<file path="src/rtl/fetch_pc_unit.sv">
// fetch_pc_unit: instruction-fetch stage.
// Owns the program counter and issues one outstanding instruction-memory
// request at a time. It loads the IF/ID register and holds one response in a
// skid buffer while decode is stalled. Redirects arrive via flush/pc_right.
// Optional feature macro: FETCH_PRED_JAL_EN. When it is defined, a JAL in the
// fetched word steers the next fetch to its target (static taken prediction).
//
// state | meaning
// ------+-------------------------------------------------------------
// IDLE  | one cycle after reset, no request yet
// WAIT  | request to pc_q (or to the stale address while dropping) open
// FULL  | skid holds a response that decode could not accept; no request
module fetch_pc_unit #(
    parameter logic [31:0] RESET_PC = 32'h0000_0000
) (
    input  logic        clk,
    input  logic        rst_n,
    input  logic        stall,
    input  logic        flush,
    input  logic [31:0] pc_right,
    output logic        imem_req,
    output logic [31:0] imem_addr,
    input  logic        imem_valid,
    input  logic [31:0] imem_rdata,
    output logic        if_valid,
    output logic [31:0] if_pc,
    output logic [31:0] if_inst,
    output logic [31:0] if_next_pc,
    output logic        if_pred_taken
);

    typedef enum logic [1:0] {IDLE, WAIT, FULL} state_t;

    localparam logic [31:0] NOP_INST = 32'h0000_0013;

    state_t      state_q, state_d;
    logic [31:0] pc_q, pc_d;
    logic        drop_q, drop_d;
    // address of the abandoned transaction, kept on the bus until it completes
    logic [31:0] stale_q, stale_d;

    logic [31:0] skid_pc_q, skid_pc_d;
    logic [31:0] skid_inst_q, skid_inst_d;
    logic [31:0] skid_next_q, skid_next_d;
    logic        skid_pred_q, skid_pred_d;

    logic        if_valid_q, if_valid_d;
    logic [31:0] if_pc_q, if_pc_d;
    logic [31:0] if_inst_q, if_inst_d;
    logic [31:0] if_next_q, if_next_d;
    logic        if_pred_q, if_pred_d;

    logic [31:0] fetch_next;
    logic        fetch_pred;

    // redirect targets are forced word-aligned, so the low bits are ignored
    logic        pc_right_unused;
    assign pc_right_unused = ^pc_right[1:0];

`ifdef FETCH_PRED_JAL_EN
    logic [31:0] jal_imm;

    // fall-through or predicted JAL target of the word being returned now
    always_comb begin
        jal_imm    = {{11{imem_rdata[31]}}, imem_rdata[31], imem_rdata[19:12],
                      imem_rdata[20], imem_rdata[30:21], 1'b0};
        fetch_pred = (imem_rdata[6:0] == 7'b1101111);
        fetch_next = pc_q + (fetch_pred ? jal_imm : 32'd4);
    end
`else
    assign fetch_pred = 1'b0;
    assign fetch_next = pc_q + 32'd4;
`endif

    // request is purely state-driven; the address never depends on imem_rdata
    assign imem_req      = (state_q == WAIT);
    assign imem_addr     = drop_q ? stale_q : pc_q;
    assign if_valid      = if_valid_q;
    assign if_pc         = if_pc_q;
    assign if_inst       = if_inst_q;
    assign if_next_pc    = if_next_q;
    assign if_pred_taken = if_pred_q;

    // next-state, PC, skid and IF/ID update; flush overrides stall and responses
    always_comb begin
        state_d     = state_q;
        pc_d        = pc_q;
        drop_d      = drop_q;
        stale_d     = stale_q;
        skid_pc_d   = skid_pc_q;
        skid_inst_d = skid_inst_q;
        skid_next_d = skid_next_q;
        skid_pred_d = skid_pred_q;
        if_valid_d  = if_valid_q;
        if_pc_d     = if_pc_q;
        if_inst_d   = if_inst_q;
        if_next_d   = if_next_q;
        if_pred_d   = if_pred_q;

        if (flush) begin
            if_valid_d = 1'b0;
            pc_d       = {pc_right[31:2], 2'b00};
            case (state_q)
                IDLE: state_d = WAIT;
                WAIT: begin
                    if (imem_valid) begin
                        drop_d = 1'b0;
                    end else begin
                        // a second flush while dropping keeps the original address
                        if (!drop_q) stale_d = pc_q;
                        drop_d = 1'b1;
                    end
                end
                FULL:    state_d = WAIT;
                default: state_d = IDLE;
            endcase
        end else begin
            case (state_q)
                IDLE: begin
                    state_d = WAIT;
                    if (!stall) if_valid_d = 1'b0;
                end
                WAIT: begin
                    if (imem_valid && drop_q) begin
                        drop_d = 1'b0;
                        if (!stall) if_valid_d = 1'b0;
                    end else if (imem_valid && (!if_valid_q || !stall)) begin
                        if_valid_d = 1'b1;
                        if_pc_d    = pc_q;
                        if_inst_d  = imem_rdata;
                        if_next_d  = fetch_next;
                        if_pred_d  = fetch_pred;
                        pc_d       = fetch_next;
                    end else if (imem_valid) begin
                        skid_pc_d   = pc_q;
                        skid_inst_d = imem_rdata;
                        skid_next_d = fetch_next;
                        skid_pred_d = fetch_pred;
                        pc_d        = fetch_next;
                        state_d     = FULL;
                    end else if (!stall) begin
                        if_valid_d = 1'b0;
                    end
                end
                FULL: begin
                    if (!stall) begin
                        if_valid_d = 1'b1;
                        if_pc_d    = skid_pc_q;
                        if_inst_d  = skid_inst_q;
                        if_next_d  = skid_next_q;
                        if_pred_d  = skid_pred_q;
                        state_d    = WAIT;
                    end
                end
                default: state_d = IDLE;
            endcase
        end
    end

    // state and datapath registers; reset abandons any open transaction
    always_ff @(posedge clk or negedge rst_n) begin
        if (!rst_n) begin
            state_q     <= IDLE;
            pc_q        <= RESET_PC;
            drop_q      <= 1'b0;
            stale_q     <= 32'h0;
            skid_pc_q   <= 32'h0;
            skid_inst_q <= NOP_INST;
            skid_next_q <= 32'h0;
            skid_pred_q <= 1'b0;
            if_valid_q  <= 1'b0;
            if_pc_q     <= 32'h0;
            if_inst_q   <= NOP_INST;
            if_next_q   <= 32'h0;
            if_pred_q   <= 1'b0;
        end else begin
            state_q     <= state_d;
            pc_q        <= pc_d;
            drop_q      <= drop_d;
            stale_q     <= stale_d;
            skid_pc_q   <= skid_pc_d;
            skid_inst_q <= skid_inst_d;
            skid_next_q <= skid_next_d;
            skid_pred_q <= skid_pred_d;
            if_valid_q  <= if_valid_d;
            if_pc_q     <= if_pc_d;
            if_inst_q   <= if_inst_d;
            if_next_q   <= if_next_d;
            if_pred_q   <= if_pred_d;
        end
    end

endmodule

</file>
<file path="config.mk">
export PLATFORM = sky130hd
export DESIGN_NAME = fetch_pc_unit
export DESIGN_NICKNAME = d
export VERILOG_FILES = /design/src/rtl/fetch_pc_unit.sv
export SDC_FILE = /design/constraint.sdc
export NUM_CORES = 1
export LEC_CHECK = 0
export CELL_PAD_IN_SITES_DETAIL_PLACEMENT = 0
export CELL_PAD_IN_SITES_GLOBAL_PLACEMENT = 1
export CORE_UTILIZATION = 35
export CTS_CLUSTER_SIZE = 14
export DETAILED_ROUTE_END_ITERATION = 7
export GPL_TIMING_DRIVEN = 0
export PLACE_DENSITY = 0.8
export SLEW_MARGIN = 10
export SYNTH_ARGS = -nofsm -noshare
export SYNTH_HDL_FRONTEND = slang
export SYNTH_SLANG_ARGS = --single-unit
</file>
<file path="constraint.sdc">
create_clock -name clk -period 3.2 [get_ports clk]
set_clock_uncertainty 0.1 [all_clocks]
set_input_delay 0.48 -clock clk [delete_from_list [all_inputs] [get_ports clk]]
set_output_delay 0.48 -clock clk [all_outputs]
set_load 0.05 [all_outputs]
</file>
==> results of run 1 <==
-- synth_stat cells (all sizes together), types with 3 or more instances --
cell type    n  area share [%]
nor3        17            0.76
nand2      273             8.7
clkbuf      54             1.8
o31ai        5            0.32
dfstp        6             1.3
mux2        60             5.7
o21ai       75             3.2
o31a         5            0.37
xnor2       34             2.5
or4          3            0.22
nand4       11            0.94
inv          6            0.19
ha           4            0.42
nand2b       8            0.42
nand3b      14            0.89
a21oi       90             3.8
and4         3            0.22
nor4        16             1.3
a21o         3            0.19
mux2i       64             5.4
and3         5            0.26
and2         4            0.21
xor2        14             1.0
nand3       13            0.55
buf         51             2.5
a31oi        7            0.37
or3          4            0.21
nor2       114             3.6
o22ai        3            0.16
o21a         5            0.32
dfrtp      244              52
-- sequential cells by signal, indices dropped and copies added (netlist names) --
name         flops
if_valid         1
if_next_pc      30
skid_next_q     30
drop_q           1
skid_pc_q       30
if_pc           30
stale_q         32
if_inst         32
state_q          2
pc_q            30
skid_inst_q     32
-- layer usage --
| metal | routed length [µm] | up-vias |
|---|---|---|
| li1 | - | 4562 |
| met1 | 16300 | 4702 |
| met2 | 15600 | 326 |
| met3 | 1950 | 63 |
| met4 | 879 | 0 |
| met5 | 0 | - |
-- power breakdown --
| part | total, mW | leakage (nW) | internal [mW] | switching, mW |
|---|---|---|---|---|
| Sequential | 5.05 | 3.10 | 4.41 | 0.646 |
| Clock | 3.50 | 0.503 | 2.20 | 1.30 |
| Combinational | 6.93 | 3.00 | 2.36 | 4.57 |
-- final timing paths --
| kind | start | to | slack [ns] | cells past startpoint |
|---|---|---|---|---|
| hold reg to reg | skid_inst_q[4]$_DFFE_PN1P_ | skid_inst_q[4]$_DFFE_PN1P_ | 0.36 | 2 |
| setup reg to reg | state_q[1]$_DFFE_PN0P_ | if_next_pc[22]$_DFFE_PN0P_ | 0.21 | 10 |
| min in group asynchronous | rst_n | stale_q[1]$_DFFE_PN0P_ | 0.37 | 2 |
| setup / recovery | pc_q[15]$_DFFE_PN0P_ | imem_addr[15] | 0.15 | 3 |
| max in group asynchronous | rst_n | skid_next_q[17]$_DFFE_PN0P_ | 1.70 | 3 |
| hold / removal | skid_inst_q[4]$_DFFE_PN1P_ | skid_inst_q[4]$_DFFE_PN1P_ | 0.36 | 2 |
-- area by class of cell --
class,instances,area (µm²),share of cell area [%]
multi-input cells,868,5080,32.9
plain buffers,105,504,3.27
flip-flops and latches,250,6260,40.6
well taps,442,553,3.59
inverters,7,26.3,0.170
repair buffers,195,1970,12.8
clock buffers,44,882,5.72
clock inverters,7,135,0.876
-- cells by family (layout without fill, tap and decap cells) --
group / Yosys count / after routing / synth area share, %
simple gates: 490 / 490 / 18.6
flops: 250 / 250 / 52.9
compound gates: 197 / 197 / 8.98
mux: 124 / 124 / 11.1
buf+inv: 112 / 358 / 4.43
xor+xnor: 48 / 48 / 3.55
fa+ha+maj: 4 / 4 / 0.423
other cells: 1 / 5 / 0.0317
-- through the flow --
| step | total power, mW | utilization (%) | std cells |
|---|---|---|---|
| after floorplan | 9.68 | - | 1230 |
| after global placement | 12.0 | 43.5 | 1864 |
| after detailed placement | 12.1 | 43.7 | 1866 |
| after CTS | 15.6 | 46.8 | 1918 |
| after global routing | 16.3 | 46.8 | 1918 |
| final | 15.5 | 46.8 | 1918 |
-- worst reg2reg max path, stage by stage, from the launching register on --
cell      delay [ns]
dfrtp_1         0.40
inv_1           0.09
ha_1            0.18
buf_2           0.19
nand3b_1        0.35
nor3_1          0.54
nor2b_1         0.16
clkbuf_1        0.30
clkbuf_1        0.34
nand2_1         0.13
o21ai_0         0.08
-- what timing repair did --
item	CTS	global route
hold buffers	1	0
setup endpoints to repair	52	43
gates resized for setup	17	6
hold endpoints to repair	66	0
==> summary.md, run 1 <==
| Metric | Value |
|---|---|
| PwrDens | 1000 nW/µm² |
| Status | complete, no violations |
| Root buf cell | clkbuf_16 |
| CP Cell Sequence | buf_1 -> mux2_2 -> clkdlybuf4s50_1 |
| Initial core utilization | 35.9% |
| Post-DR vias/cell | 5.03 |
| H-Tree Depth | 1 |
| Port Buf Inserts | 192 |
| Post-synthesis sequential area ratio | 52.9% |
| Pin count of the biggest net entering global routing | 107 |
| Dpl cell area | 14400 µm² |
| DRT iter0 DRCs | 622 |
| I/O pins | 200 |
| CTS tree | yes |
| Post-synth cell types | 53 |
| Synth Instances | 1226 |
| Cell Area, Synth | 11800 µm² |
| Final instance area | 15400 µm² |
| Via count | 9653 |
| Die Ht | 186 µm |
| GR Util met3 | 2.88% |
| Synth async-reset ratio | 100% |
| Global routing's busiest layer | met2 |
| Max stage delay on crit path | 0.80 ns |
| Least-Margin Pin Slew | 0.926 ns |
| DIE WIDTH | 186 µm |
| Met2 global-route usage | 31.5% |
| Synth warn | 0 |
| Final Worst Setup Slack | 0.150 ns |
| DRC viols | 0 |
| Synthesized flop and latch total | 250 |
| M1 GR Usage | 29.6% |
| Fmax | 328 MHz |
| Critical Path Source Type | flip-flop |
| RSZ-0062 raised after global routing | no |
| Router iterations before antenna repair | 5 |
| Setup_tns | 0 ns |
| Worst-path clk slew | 0.06 ns |
| Layout cell share with drive strength beyond 1 | 12.1% |
| WP buf/inv | 2 |
| Post-synth EDFFs | 0 |
| Crit path max-delay family | buffers and inverters |
| Global-route wire length before repair | 54200 µm |
| Routability congestion estimate | 0.876 |
| Synthesis-to-finish area growth | 30.2% |
| Most frequent cells in the layout | 273 x nand2_1, 244 x dfrtp_1, 177 x clkdlybuf4s50_1 |
| Critical Path RT | 2.62 ns |
| Tot GR Track Use | 20.4% |
| Crit path capture type | output pin |
| TritonCTS Buffers | 28 |
| Bufs on Longest Clock Path | 3 |
| Period utilisation layout | 95.3% |
| NumNets Final | 1528 |
| Rel. slew slack | 37.8% |
| Clock Latency Late Sink | 0.54 ns |
| Mean post-synth cell area | 9.66 µm² |
| Worst Hold Class | flip-flop to flip-flop |
| P_leak | 6.61 nW |
| Final ANT Viol Nets | 0 |
| Commonest non-fill, non-tap cell in the layout | nand2_1 |
| Number of setup violations in the final report | 0 |
| Crit Path Max Fanout | 10 |
| Placement Rows | 66 |
| DPL Wire Length | 24800 µm |
| GR Overflow Total | 0 |
| Setup CP Type | flip-flop to output pin |
| Peak supply drop | 496 µV |
| Fillers | 3122 |
| CP max stage cell | clkdlybuf4s50_1 |
| Hold slack | 0.356 ns |
| Total Wirelength | 34800 µm |
| Vias in the first global route | 9252 |
| Worst EP arrival | 2.47 ns |
| Pins over their slew limit | 0 |
| Final Hold Vio Count | 0 |
| ANT cells | 0 |
| Postcts setup bufs | 0 |
| Max cap viols | 0 |
| TritonCTS Sinks | 250 |
| Primary FF master, synth | dfrtp_1 |
| Drt wl/cell | 18.1 µm |
| Full die area | 34600 µm² |
| Setup WS pre-CTS | -0.202 ns |
| Post-layout min period | 3.05 ns |
| Core ar. | 32900 µm² |
| Initial antenna violation count | 0 |
No activity file was read; power rests on OpenSTA's default activity.
==> run 2, diff against run 1 <==
--- a/config.mk
+++ b/config.mk
@@ -7,11 +7,11 @@
 export LEC_CHECK = 0
 export CELL_PAD_IN_SITES_DETAIL_PLACEMENT = 0
 export CELL_PAD_IN_SITES_GLOBAL_PLACEMENT = 1
-export CORE_UTILIZATION = 35
+export CORE_UTILIZATION = 44
 export CTS_CLUSTER_SIZE = 14
 export DETAILED_ROUTE_END_ITERATION = 7
 export GPL_TIMING_DRIVEN = 0
-export PLACE_DENSITY = 0.8
+export PLACE_DENSITY = 0.95
 export SLEW_MARGIN = 10
 export SYNTH_ARGS = -nofsm -noshare
 export SYNTH_HDL_FRONTEND = slang
==> run 2 against run 1 <==
  * The run now ends with DRC left
  * Final area decreased by 1.9%
  * Global-route usage increased by 4.0 points
  * Routed wire length decreased by 4.0%
  * Sequential share of layout area increased by 0.78 points
  * Maximum frequency decreased by 0.30%
  * Clock power decreased by 13%
  * Flip-flop and latch count unchanged
  * First-iteration DRC count increased by 58%
  * Worst hold slack improved by 0.00095 ns
  * Setup slack got worse by 0.0091 ns
  * Register-to-register slack got worse by 0.07 ns
==> summary.md, run 2 (same netlist as run 1, synthesis figures left out) <==
| Metric | Value |
|---|---|
| Number of setup violations in the final report | 0 (unchanged) |
| Post-Route Utilization | 57.7% (+11 points) |
| Least-Margin Pin Slew | 0.892 ns (-0.0341 ns) |
| H-Tree Depth | 1 (unchanged) |
| Status | finished, violations left |
| Critical Path RT | 3.56 ns (+0.94 ns) |
| Worst EP arrival | 3.42 ns (+0.95 ns) |
| Final instance area | 15100 µm² (-1.9%) |
| TritonCTS Buffers | 27 (-3.6%) |
| Initial core utilization | 45.2% (+9.2 points) |
| Sequential share of power | 33.6% (+1.0 points) |
| P_int | 8.58 mW (-4.3%) |
| Sw Ratio | 43.1% (+0.99 points) |
| Via count | 9646 (-0.073%) |
| DRT iter0 DRCs | 984 (+58%) |
| Hold slack | 0.357 ns (+0.000951 ns) |
| Root buf cell | clkbuf_16 |
| Router iterations before antenna repair | 7 (+2) |
| Placement Rows | 59 (-11%) |
| Post-layout min period | 3.06 ns (+0.00906 ns) |
| Register area | 6260 µm² (unchanged) |
| DPL Wire Length | 23400 µm (-5.8%) |
| Combinational power share | 46.0% (+1.2 points) |
| Final Hold Vio Count | 0 (unchanged) |
| Worst-path clk slew | 0.06 ns (about the same) |
| Final ANT Viol Nets | 0 (unchanged) |
| Total Wirelength | 33400 µm (-4.0%) |
| CTS tree | yes |
| DRC viols | 17 (+17) |
| Pin count of the biggest net entering global routing | 92 (-14%) |
| Critical Path Source Type | flip-flop |
| Dpl cell area | 14300 µm² (-0.93%) |
| Tot GR Track Use | 24.4% (+4.0 points) |
| Fmax | 327 MHz (-0.30%) |
| Full die area | 27600 µm² (-20%) |
| Clock Latency Late Sink | 0.53 ns (about the same) |
| Multi-input logic area | 5070 µm² (about the same) |
| Setup CP Type | flip-flop to flip-flop |
| Vias in the first global route | 9525 (+3.0%) |
| P_leak | 6.54 nW (-0.93%) |
| Crit path capture type | flip-flop |
| Layout cell share with drive strength beyond 1 | 11.5% (-0.59 points) |
| NumNets Final | 1527 (-0.065%) |
| RSZ-0062 raised after global routing | no |
| ANT cells | 0 (unchanged) |
| Initial antenna violation count | 0 (unchanged) |
| Max cap viols | 0 (unchanged) |
| DIE WIDTH | 166 µm (-11%) |
| Port Buf Inserts | 192 (unchanged) |
| Synthesis-to-finish area growth | 27.7% |
| TritonCTS Sinks | 250 (unchanged) |
| PwrDens | 996 nW/µm² (-0.82%) |
| Flop2flop setup slack | 0.14 ns (-0.07 ns) |
| Die Ht | 166 µm (-11%) |
| I/O pins | 200 (unchanged) |
| Worst Hold Class | flip-flop to flip-flop |
| GR Overflow Total | 0 (unchanged) |
| Routability congestion estimate | 0.897 (+2.5%) |
| Period utilisation layout | 95.6% (+0.28 points) |
| Core ar. | 26200 µm² (-20%) |
| Crit Path Max Fanout | 10 (unchanged) |
| Bufs on Longest Clock Path | 3 (unchanged) |
| Clock share of power | 20.3% (-2.3 points) |
| Fillers | 2237 (-28%) |
| Pins over their slew limit | 0 (unchanged) |
| Peak supply drop | 832 µV (+68%) |
| Commonest non-fill, non-tap cell in the layout | nand2_1 |
| Post-DR vias/cell | 5.34 (+6.0%) |
| Rel. slew slack | 40.5% (+2.7 points) |
| Most frequent cells in the layout | 273 x nand2_1, 244 x dfrtp_1, 177 x clkdlybuf4s50_1 |
| Global-route wire length before repair | 53500 µm (-1.3%) |
| Drt wl/cell | 18.5 µm (+1.9%) |
| Failing checks | DRC |
| Sw Pwr | 6.49 mW (-0.40%) |
-- run 2: worst max-delay path, stage by stage, from the launching register on --
cell and delay (ns):
dfrtp_1 0.40, inv_1 0.09, ha_1 0.17, buf_2 0.19, and3b_1 0.16, buf_2 0.24, and2_1 0.19, clkbuf_1 0.54
clkbuf_1 0.66, nand2_1 0.15, nand2_1 0.09
-- run 2: power groups by stage --
stage	Combinational (mW)	Clock [mW]	Sequential (mW)
3_5_place_dp	6.97	0	5.11
2_1_floorplan	2.67	0	7.01
4_1_cts	6.96	3.11	5.06
3_3_place_gp	6.87	0	5.06
6_report	6.93	3.06	5.07
5_1_grt	7.34	3.25	5.22
-- run 2: stage by stage --
| step | total power [mW] | setup slack (ns) | cells | TNS (ns) |
|---|---|---|---|---|
| after floorplan | 9.68 | 0.593 | 1230 | 0 |
| after global placement | 11.9 | -9.20 | 1757 | -2275.90 |
| after detailed placement | 12.1 | -0.143 | 1759 | -3.61 |
| after CTS | 15.1 | 0.0402 | 1808 | 0 |
| after global routing | 15.8 | 0.0342 | 1808 | 0 |
| final | 15.1 | 0.141 | 1808 | 0 |
-- run 2: final timing paths --
| path | startpoint | to | cells past startpoint |
|---|---|---|---|
| max in group asynchronous | rst_n | if_inst[4]$_DFFE_PN1P_ | 4 |
| min | skid_inst_q[0]$_DFFE_PN1P_ | skid_inst_q[0]$_DFFE_PN1P_ | 2 |
| max reg2reg | state_q[1]$_DFFE_PN0P_ | skid_pc_q[16]$_DFFE_PN0P_ | 10 |
| min reg2reg | skid_inst_q[0]$_DFFE_PN1P_ | skid_inst_q[0]$_DFFE_PN1P_ | 2 |
| min in group asynchronous | rst_n | if_pc[12]$_DFFE_PN0P_ | 2 |
| max | state_q[1]$_DFFE_PN0P_ | skid_pc_q[16]$_DFFE_PN0P_ | 10 |
-- run 2: layer usage --
metal	track usage, %	wire (µm)	vias up	part of all wire [%]
li1	-	-	4574	-
met1	34.3	14800	4680	44
met2	39.1	15500	344	46
met3	3.67	2050	48	6.2
met4	7.72	1010	0	3.0
met5	0	0	-	0
-- run 2: repair_timing --
item                                    4_1_cts  5_1_grt
endpoints found under the hold margin        75        0
hold buffers                                  1        0
setup buffers                                 0        0
endpoints found under the setup margin       22       69
resized for setup                            14        6
-- run 2: layout make-up --
type | count | area share, %
Timing Repair Buffer | 195 | 13.1
Tap cell | 335 | 2.77
Multi-Input combinational cell | 868 | 33.5
Sequential cell | 250 | 41.4
Inverter | 7 | 0.174
Clock buffer | 41 | 5.08
Buffer | 105 | 3.33
Clock inverter | 7 | 0.604
